[src/rtl/path_sequencer.sv]
// Path sequencer: buffers a CPU-written node path, then steps through it,
// issuing (curr,next) turn requests and latching the returned turn codes.
// Ports: clk_3125KHz/rst_n (sync, active-low); path_wr_en/path_node/
//   path_last/path_ready load the buffer; start launches traversal;
//   node_flag marks node arrival; req_* handshake with the turn datapath;
//   turn_valid/turn_in return the turn; turn_flag/turn_strobe,
//   realtime_pos, path_done, busy, err_overflow report status.
// Option: define RETURN_PATH_EN to run a reverse leg back to buf[0].
module path_sequencer #(
    parameter int NODE_W  = 5,
    parameter int MAX_LEN = 16
) (
    input  logic              clk_3125KHz,
    input  logic              rst_n,
    input  logic              path_wr_en,
    input  logic [NODE_W-1:0] path_node,
    input  logic              path_last,
    output logic              path_ready,
    input  logic              start,
    input  logic              node_flag,
    output logic              req_valid,
    output logic [NODE_W-1:0] req_curr,
    output logic [NODE_W-1:0] req_next,
    input  logic              req_ready,
    input  logic              turn_valid,
    input  logic [1:0]        turn_in,
    output logic [1:0]        turn_flag,
    output logic              turn_strobe,
    output logic [NODE_W-1:0] realtime_pos,
    output logic              path_done,
    output logic              busy,
    output logic              err_overflow
);

    localparam int AW = $clog2(MAX_LEN);
    localparam int IW = AW + 1;
    localparam logic [IW-1:0] FULL = IW'(MAX_LEN);
    localparam logic [IW-1:0] TWO  = IW'(2);

    localparam logic [2:0] S_LOAD      = 3'd0;
    localparam logic [2:0] S_ARMED     = 3'd1;
    localparam logic [2:0] S_ISSUE     = 3'd2;
    localparam logic [2:0] S_WAIT_TURN = 3'd3;
    localparam logic [2:0] S_WAIT_NODE = 3'd4;
    localparam logic [2:0] S_DONE      = 3'd5;

    logic [NODE_W-1:0] path_mem_q [MAX_LEN];

    logic [2:0]        state_q, state_d;
    logic [IW-1:0]     len_q, len_d;
    logic [IW-1:0]     idx_q, idx_d;
    logic [NODE_W-1:0] pos_q, pos_d;
    logic [1:0]        turn_q, turn_d;
    logic              strobe_q, strobe_d;
    logic              err_q, err_d;
    logic              nf_prev_q;

    logic              mem_we;
    logic [AW-1:0]     mem_addr;
    logic [IW-1:0]     step_idx;
    logic              node_rise;
    logic              launch;

`ifdef RETURN_PATH_EN
    logic dir_q, dir_d;
    // Reverse leg walks the buffer downwards.
    assign step_idx = dir_q ? idx_q - 1'b1 : idx_q + 1'b1;
`else
    assign step_idx = idx_q + 1'b1;
`endif

    assign node_rise = node_flag & ~nf_prev_q;
    // A write in DONE takes priority over a simultaneous start.
    assign launch = start & ((state_q == S_ARMED) |
                    ((state_q == S_DONE) & ~path_wr_en));

    always_comb begin
        state_d  = state_q;
        len_d    = len_q;
        idx_d    = idx_q;
        pos_d    = pos_q;
        turn_d   = turn_q;
        strobe_d = 1'b0;
        err_d    = err_q;
        mem_we   = 1'b0;
        mem_addr = len_q[AW-1:0];
`ifdef RETURN_PATH_EN
        dir_d    = dir_q;
`endif
        if (path_wr_en && !path_ready) err_d = 1'b1;
        unique case (state_q)
            S_LOAD: begin
                if (path_wr_en) begin
                    if (len_q == FULL) begin
                        err_d = 1'b1;
                    end else begin
                        mem_we = 1'b1;
                        len_d  = len_q + 1'b1;
                    end
                    // The end marker still closes a full buffer.
                    if (path_last) state_d = S_ARMED;
                end
            end
            S_ARMED: ;
            S_ISSUE: begin
                if (req_ready) state_d = S_WAIT_TURN;
            end
            S_WAIT_TURN: begin
                if (turn_valid) begin
                    turn_d   = turn_in;
                    strobe_d = 1'b1;
                    state_d  = S_WAIT_NODE;
                end
            end
            S_WAIT_NODE: begin
                if (node_rise) begin
                    idx_d   = step_idx;
                    pos_d   = path_mem_q[step_idx[AW-1:0]];
                    state_d = S_ISSUE;
`ifdef RETURN_PATH_EN
                    if (dir_q) begin
                        if (step_idx == '0) state_d = S_DONE;
                    end else if (step_idx == len_q - 1'b1) begin
                        dir_d = 1'b1;
                    end
`else
                    if (step_idx == len_q - 1'b1) state_d = S_DONE;
`endif
                end
            end
            S_DONE: begin
                if (path_wr_en) begin
                    mem_we   = 1'b1;
                    mem_addr = '0;
                    len_d    = IW'(1);
                    state_d  = path_last ? S_ARMED : S_LOAD;
                end
            end
            default: state_d = S_LOAD;
        endcase
        if (launch) begin
            if (len_q >= TWO) begin
                idx_d   = '0;
                pos_d   = path_mem_q[0];
                state_d = S_ISSUE;
`ifdef RETURN_PATH_EN
                dir_d   = 1'b0;
`endif
            end else begin
                state_d = S_DONE;
            end
        end
    end

    always_ff @(posedge clk_3125KHz) begin
        if (!rst_n) begin
            state_q   <= S_LOAD;
            len_q     <= '0;
            idx_q     <= '0;
            pos_q     <= '0;
            turn_q    <= '0;
            strobe_q  <= 1'b0;
            err_q     <= 1'b0;
            nf_prev_q <= 1'b0;
`ifdef RETURN_PATH_EN
            dir_q     <= 1'b0;
`endif
        end else begin
            state_q   <= state_d;
            len_q     <= len_d;
            idx_q     <= idx_d;
            pos_q     <= pos_d;
            turn_q    <= turn_d;
            strobe_q  <= strobe_d;
            err_q     <= err_d;
            nf_prev_q <= node_flag;
`ifdef RETURN_PATH_EN
            dir_q     <= dir_d;
`endif
        end
    end

    always_ff @(posedge clk_3125KHz) begin
        if (mem_we) path_mem_q[mem_addr] <= path_node;
    end

    assign path_ready   = (state_q == S_LOAD) | (state_q == S_DONE);
    assign req_valid    = (state_q == S_ISSUE);
    // Node outputs read as zero outside ISSUE so reset leaves them clean.
    assign req_curr     = req_valid ? path_mem_q[idx_q[AW-1:0]] : '0;
    assign req_next     = req_valid ? path_mem_q[step_idx[AW-1:0]] : '0;
    assign turn_flag    = turn_q;
    assign turn_strobe  = strobe_q;
    assign realtime_pos = pos_q;
    assign path_done    = (state_q == S_DONE);
    assign busy         = (state_q != S_LOAD);
    assign err_overflow = err_q;

endmodule

[config.mk]
export PLATFORM = sky130hd
export DESIGN_NAME = path_sequencer
export DESIGN_NICKNAME = d
export VERILOG_FILES = /design/src/rtl/path_sequencer.sv
export SDC_FILE = /design/constraint.sdc
export NUM_CORES = 1
export LEC_CHECK = 0
export ABC_AREA = 1
export CAP_MARGIN = 20
export CORE_MARGIN = 1
export CORE_UTILIZATION = 30
export DETAILED_ROUTE_END_ITERATION = 7
export GPL_TIMING_DRIVEN = 0
export PLACE_DENSITY = 0.57
export SKIP_LAST_GASP = 1
export SYNTH_ARGS = -nofsm -noshare
export SYNTH_HDL_FRONTEND = slang
export SYNTH_SLANG_ARGS = --single-unit
[constraint.sdc]
create_clock -name clk_3125KHz -period 5.08 [get_ports clk_3125KHz]
set_input_delay 1.016 -clock clk_3125KHz [delete_from_list [all_inputs] [get_ports clk_3125KHz]]
set_output_delay 1.016 -clock clk_3125KHz [all_outputs]
set_load 0.05 [all_outputs]
# == Yosys cells after proc, flatten, opt, wreduce, memory -nomap -nowiden ==
# Memory sizes are Yosys's and may differ from the RTL's. A register that Yosys moved wholly into a read port is not among the register bits.
# Index checks and enable logic that the tools add are counted.
# totals
reg_bits,23
output_inout_bits,23
ram_bits,80
n_memories,1
wordCells,85
in_bits,15
# classes
n_reduce_logical,9
bitwise,7
eq_ne,17
n_mux,39
n_addsub,3
magnitude_cmp,1
# mem_list
memory,words,word_bits,read_ports,rd_ports_with_merged_regs,write_ports,line_no,text
path_mem_q,16,5,3,1,1,47,logic [NODE_W-1:0] path_mem_q [MAX_LEN];
# op_table
cell,count
5-bit two-way mux,13
3-bit two-way mux,9
3-bit one-hot mux with 6 select lines,1
4-bit two-way mux,3
3-bit inequality test (second input constant),4
1-bit two-way mux,11
5-bit by 1-bit adder with 5-bit output (second input constant),2
5-bit one-hot mux with 2 select lines,1
2-bit inequality test (second input constant),4
7-bit AND reduction,1
3-bit by 2-bit == test with 1-bit output (second input constant),2
3-bit == test (second input constant),2
5-bit == test,1
5-bit == test (second input constant),1
5-bit by 2-bit greater-or-equal comparator with 1-bit output (second input constant),1
5-bit by 1-bit subtractor with 5-bit output (second input constant),1
2-bit AND reduction,2
4-bit AND reduction,1
1-bit bitwise AND,3
3-bit by 1-bit == test with 1-bit output (second input constant),1
3-bit logical NOT,1
3-bit by 1-bit inequality test with 1-bit output (second input constant),1
3-bit by 2-bit inequality test with 1-bit output (second input constant),1
3-bit nonzero test,1
other kinds (6),8

# == Depth between registers and ports, before layout ==
# Gate-level depths: netlist of the first run.
# depth
depth_word,8
mapped_depth,12
depth_no_buf,12

# == Worst setup path before layout of the first run ==
# OpenSTA, ideal clock, no wires.
# synth_path
path_kind,reg-to-output
start,register state_q[2]
end,output req_curr[0]
slack_ns,1.270
stages_incl_launch_ff,6
t_required_ns,4.064
arrival_ns,2.794
n_path_buf,2
cell_sequence,dfxtp_1 > buf_4 > nor3_1 > inv_1 > clkbuf_1 > a21oi_1
# synth_via
elab_chain_len,2
# synth_lines
element,line_no,text
start: declaration,49,"logic [2:0] state_q, state_d;"
start signal: assignment,169,state_q <= state_d;
3-bit by 2-bit == test with 1-bit output,188,assign req_valid = (state_q == S_ISSUE);
net req_valid,21,"output logic req_valid,"
5-bit two-way mux,190,assign req_curr = req_valid ? path_mem_q[idx_q[AW-1:0]] : '0;
end: declaration,22,"output logic [NODE_W-1:0] req_curr,"
# The timed path passes the listed nets, and every way through them passes these cells.

==> results of run 1 <==
metrics by stage:
step	util	std cells	setup WS, ns	power, W	hold WS [ns]
5_1_grt	0.363	917	0.677	0.00270	0.499
2_1_floorplan	-	639	1.27	0.00162	0.447
3_3_place_gp	0.347	901	1.25	0.00191	0.454
4_1_cts	0.363	917	0.857	0.00257	0.472
3_5_place_dp	0.347	901	1.27	0.00191	0.462
6_report	0.363	917	0.734	0.00258	0.466
per-layer routing:
| layer | wire length (um) | global-route usage | up-vias |
|---|---|---|---|
| li1 | - | - | 2321 |
| met1 | 7660 | 0.266 | 2259 |
| met2 | 7620 | 0.298 | 240 |
| met3 | 1620 | 0.0406 | 39 |
| met4 | 622 | 0.102 | 0 |
| met5 | 0 | 0 | - |
cells in the final DEF, fill, tap and decap left out, types with 2 or more instances in the layout:
master,Yosys,routed
a211oi_1,4,4
a21oi_1,78,78
buf_1,4,4
buf_2,15,15
buf_4,2,2
clkbuf_1,14,14
clkbuf_16,0,9
clkdlybuf4s50_1,0,37
clkinvlp_4,0,3
dfxtp_1,23,23
edfxtp_1,80,80
ha_1,4,4
inv_1,69,69
inv_2,3,3
inv_8,0,2
nand2_1,86,86
nand2_2,3,3
nand3_1,65,65
nand4_1,4,4
nor2_1,57,57
nor2_2,3,3
nor3_1,7,7
o211ai_1,23,23
o21ai_0,84,84
worst max-delay path: stages, from the launching register on:
cell,delay [ns]
dfxtp_1,0.41
buf_2,0.26
buf_2,0.28
buf_2,0.31
o21ai_0,0.13
o21ai_0,0.39
o211ai_1,0.15
a21oi_1,0.20
clkdlybuf4s50_1,0.84
how the worst min path moves through the flow:
stage	end	cells after the start	slack [ns]	from
finish	turn_flag[1]	2	0.47	turn_flag[1]
global route	turn_flag[0]	2	0.50	turn_flag[0]
CTS	turn_flag[1]	2	0.47	turn_flag[1]
detailed placement	turn_flag[1]	2	0.46	turn_flag[1]
global placement	turn_flag[1]	2	0.45	turn_flag[1]
floorplan	realtime_pos[0]	2	0.45	path_mem_q[0][0]
cell type report:
cell class / count / area (sq um) / area share
tap: 225 / 282 / 0.0443
inverter: 73 / 277 / 0.0435
multi-input combinational: 428 / 2120 / 0.334
buffer: 35 / 158 / 0.0248
timing repair buffer: 37 / 370 / 0.0583
clock buffer: 9 / 225 / 0.0355
clock inverter: 7 / 57.6 / 0.00906
sequential: 103 / 2860 / 0.451
state kept, by name (all words and copies together) (netlist names):
register	count
idx_q	5
turn_flag	2
len_q	5
state_q	3
realtime_pos	5
nf_prev_q	1
err_overflow	1
turn_strobe	1
path_mem_q	80
power groups by stage:
stage	logic, W	clock network, W	registers (W)
2_1_floorplan	0.000585	0	0.00104
3_3_place_gp	0.000887	0	0.00102
3_5_place_dp	0.000886	0	0.00102
4_1_cts	0.000889	0.000683	0.00100
5_1_grt	0.000980	0.000708	0.00101
6_report	0.000899	0.000676	0.00100
logic make-up (layout without fill, tap and decap cells):
family          after synthesis  after routing  share of synthesized area
flops                       103            103                      0.529
compound gates              191            191                      0.190
xor+xnor                      1              1                    0.00162
buf+inv                     108            161                     0.0802
simple gates                232            232                      0.191
fa+ha+maj                     4              4                    0.00924
==> results.yml, run 1 <==
pwr:
  pwr-share-clk: 0.262
  power.internal_w: 0.00157
  ir_worst_vdd_v: 0.000149
  pwr-share-comb: 0.349
  p_sw_w: 0.00101
  power_density_nw_per_um2: 406
  leakagePower_nw: 2.27
  p_seq_frac: 0.389
  switching_share: 0.391
cts:
  cts_root_buffer: "clkbuf_16"
  post_cts_hold_buffer_count: 0
  cts_made_buffers: 9
  cts_tree: "yes"
  clock-sinks: 103
  clk_latency_ns: 0.37
  cts_setup_buffers: 0
  h-tree-depth: 3
  cts_buffer_depth: 2
  ctsResizeCount: 0
  clk_pin_slew_worst_paths_ns: 0.07
detailed_routing:
  ant_nets: 0
  viasPerCell: 5.30
  dr.pass1.iters: 5
  dr_total_vias: 4859
  drcViolationCount: 0
  routedWlPerCell_um: 19.1
  drt-initial-drc-count: 557
  routed_wl_um: 17500
yosys:
  synth-edff-count: 80
  async_flop_share: 0
  synth-main-ff-cell: "edfxtp_1"
  syn_avg_cell_area_sq_um: 8.47
  synth-seq-cells: 103
  synthCells: 639
  yosysWarningCount: 0
  ys_types: 31
  yosysTopAreaCellShare: 0.444
  synth.most_common_cell: "nand2_1"
  synth_area_leaders: "edfxtp_1 44%, dfxtp_1 8.5%, o21ai_0 7.8%"
  syn-num-nets: 658
  yosys.area.top_type: "edfxtp_1"
  syn_area_sq_um: 5420
  ys_seq_area_frac: 0.529
  ys_top_cells_by_count: "86 x nand2_1, 84 x o21ai_0, 80 x edfxtp_1, 78 x a21oi_1, 69 x inv_1"
critical_path:
  worstSetupEndpointType: "output port"
  reg2reg_setup_slack_ns: 2.59
  startpoint: "idx_q[0]"
  path_class: "flip-flop to output port"
  crit_end: "req_curr[0]"
  worstSetupStartpointType: "flip-flop"
  rr_startpoint: "len_q[0]"
  crit_required_ns: 4.06
  cp.arrival_ns: 3.33
  crit_path_max_fanout: 10
  reg2reg_depth: 7
  r2r-end: "path_mem_q[11][1]"
floorplan:
  die_y_um: 136
  rows: 48
  start_util: 0.310
  core_area_sq_um: 17500
  chipWidth_um: 136
  dieArea_sq_um: 18600
  pin_count: 38
timing:
  setup_viol: 0
  setup_tns_ns: 0
  worstMarginPinSlew_ns: 0.820
  post-route-period-util: 0.856
  fmax_mhz: 230
  rsz0062_at_grt: "no"
  relSlewSlack: 0.452
  maxSlewViolCount: 0
  period_minus_slack_ns: 4.35
  hold_viol_final: 0
  worst_clock_skew_ns: 0.0131
run:
  cap_violations: 0
global_route:
  grt_pass1_vias: 4613
  grt_max_degree: 19
  gr-usage-all-layers: 0.198
  antenna_found_initial: 0
  grt_pass1_wl_um: 26700
  grt_overflow: 0
placement:
  hpwl_um: 12300
  place_area_sq_um: 6070
  port-buffer-count: 37
  gp_congestion: 0.952
min_path:
  hp-class: "flip-flop to flip-flop"
cells_and_area:
  layout.nets: 706
  fin_area_sq_um: 6350
  drive_gt1_frac: 0.0665
  area_delta_synth_final_pct: 17.3
  fillCellCount: 1792
  diodes: 0
run_status:
  outcome: "completed"
(Power assumes the default switching activity.)
==> inputs of run 2 (changes only) <==
Settings changed: CORE_MARGIN 1 to unset.
==> results of run 2 <==
The final DEF is identical to that of run 1; final timing and power are the same.
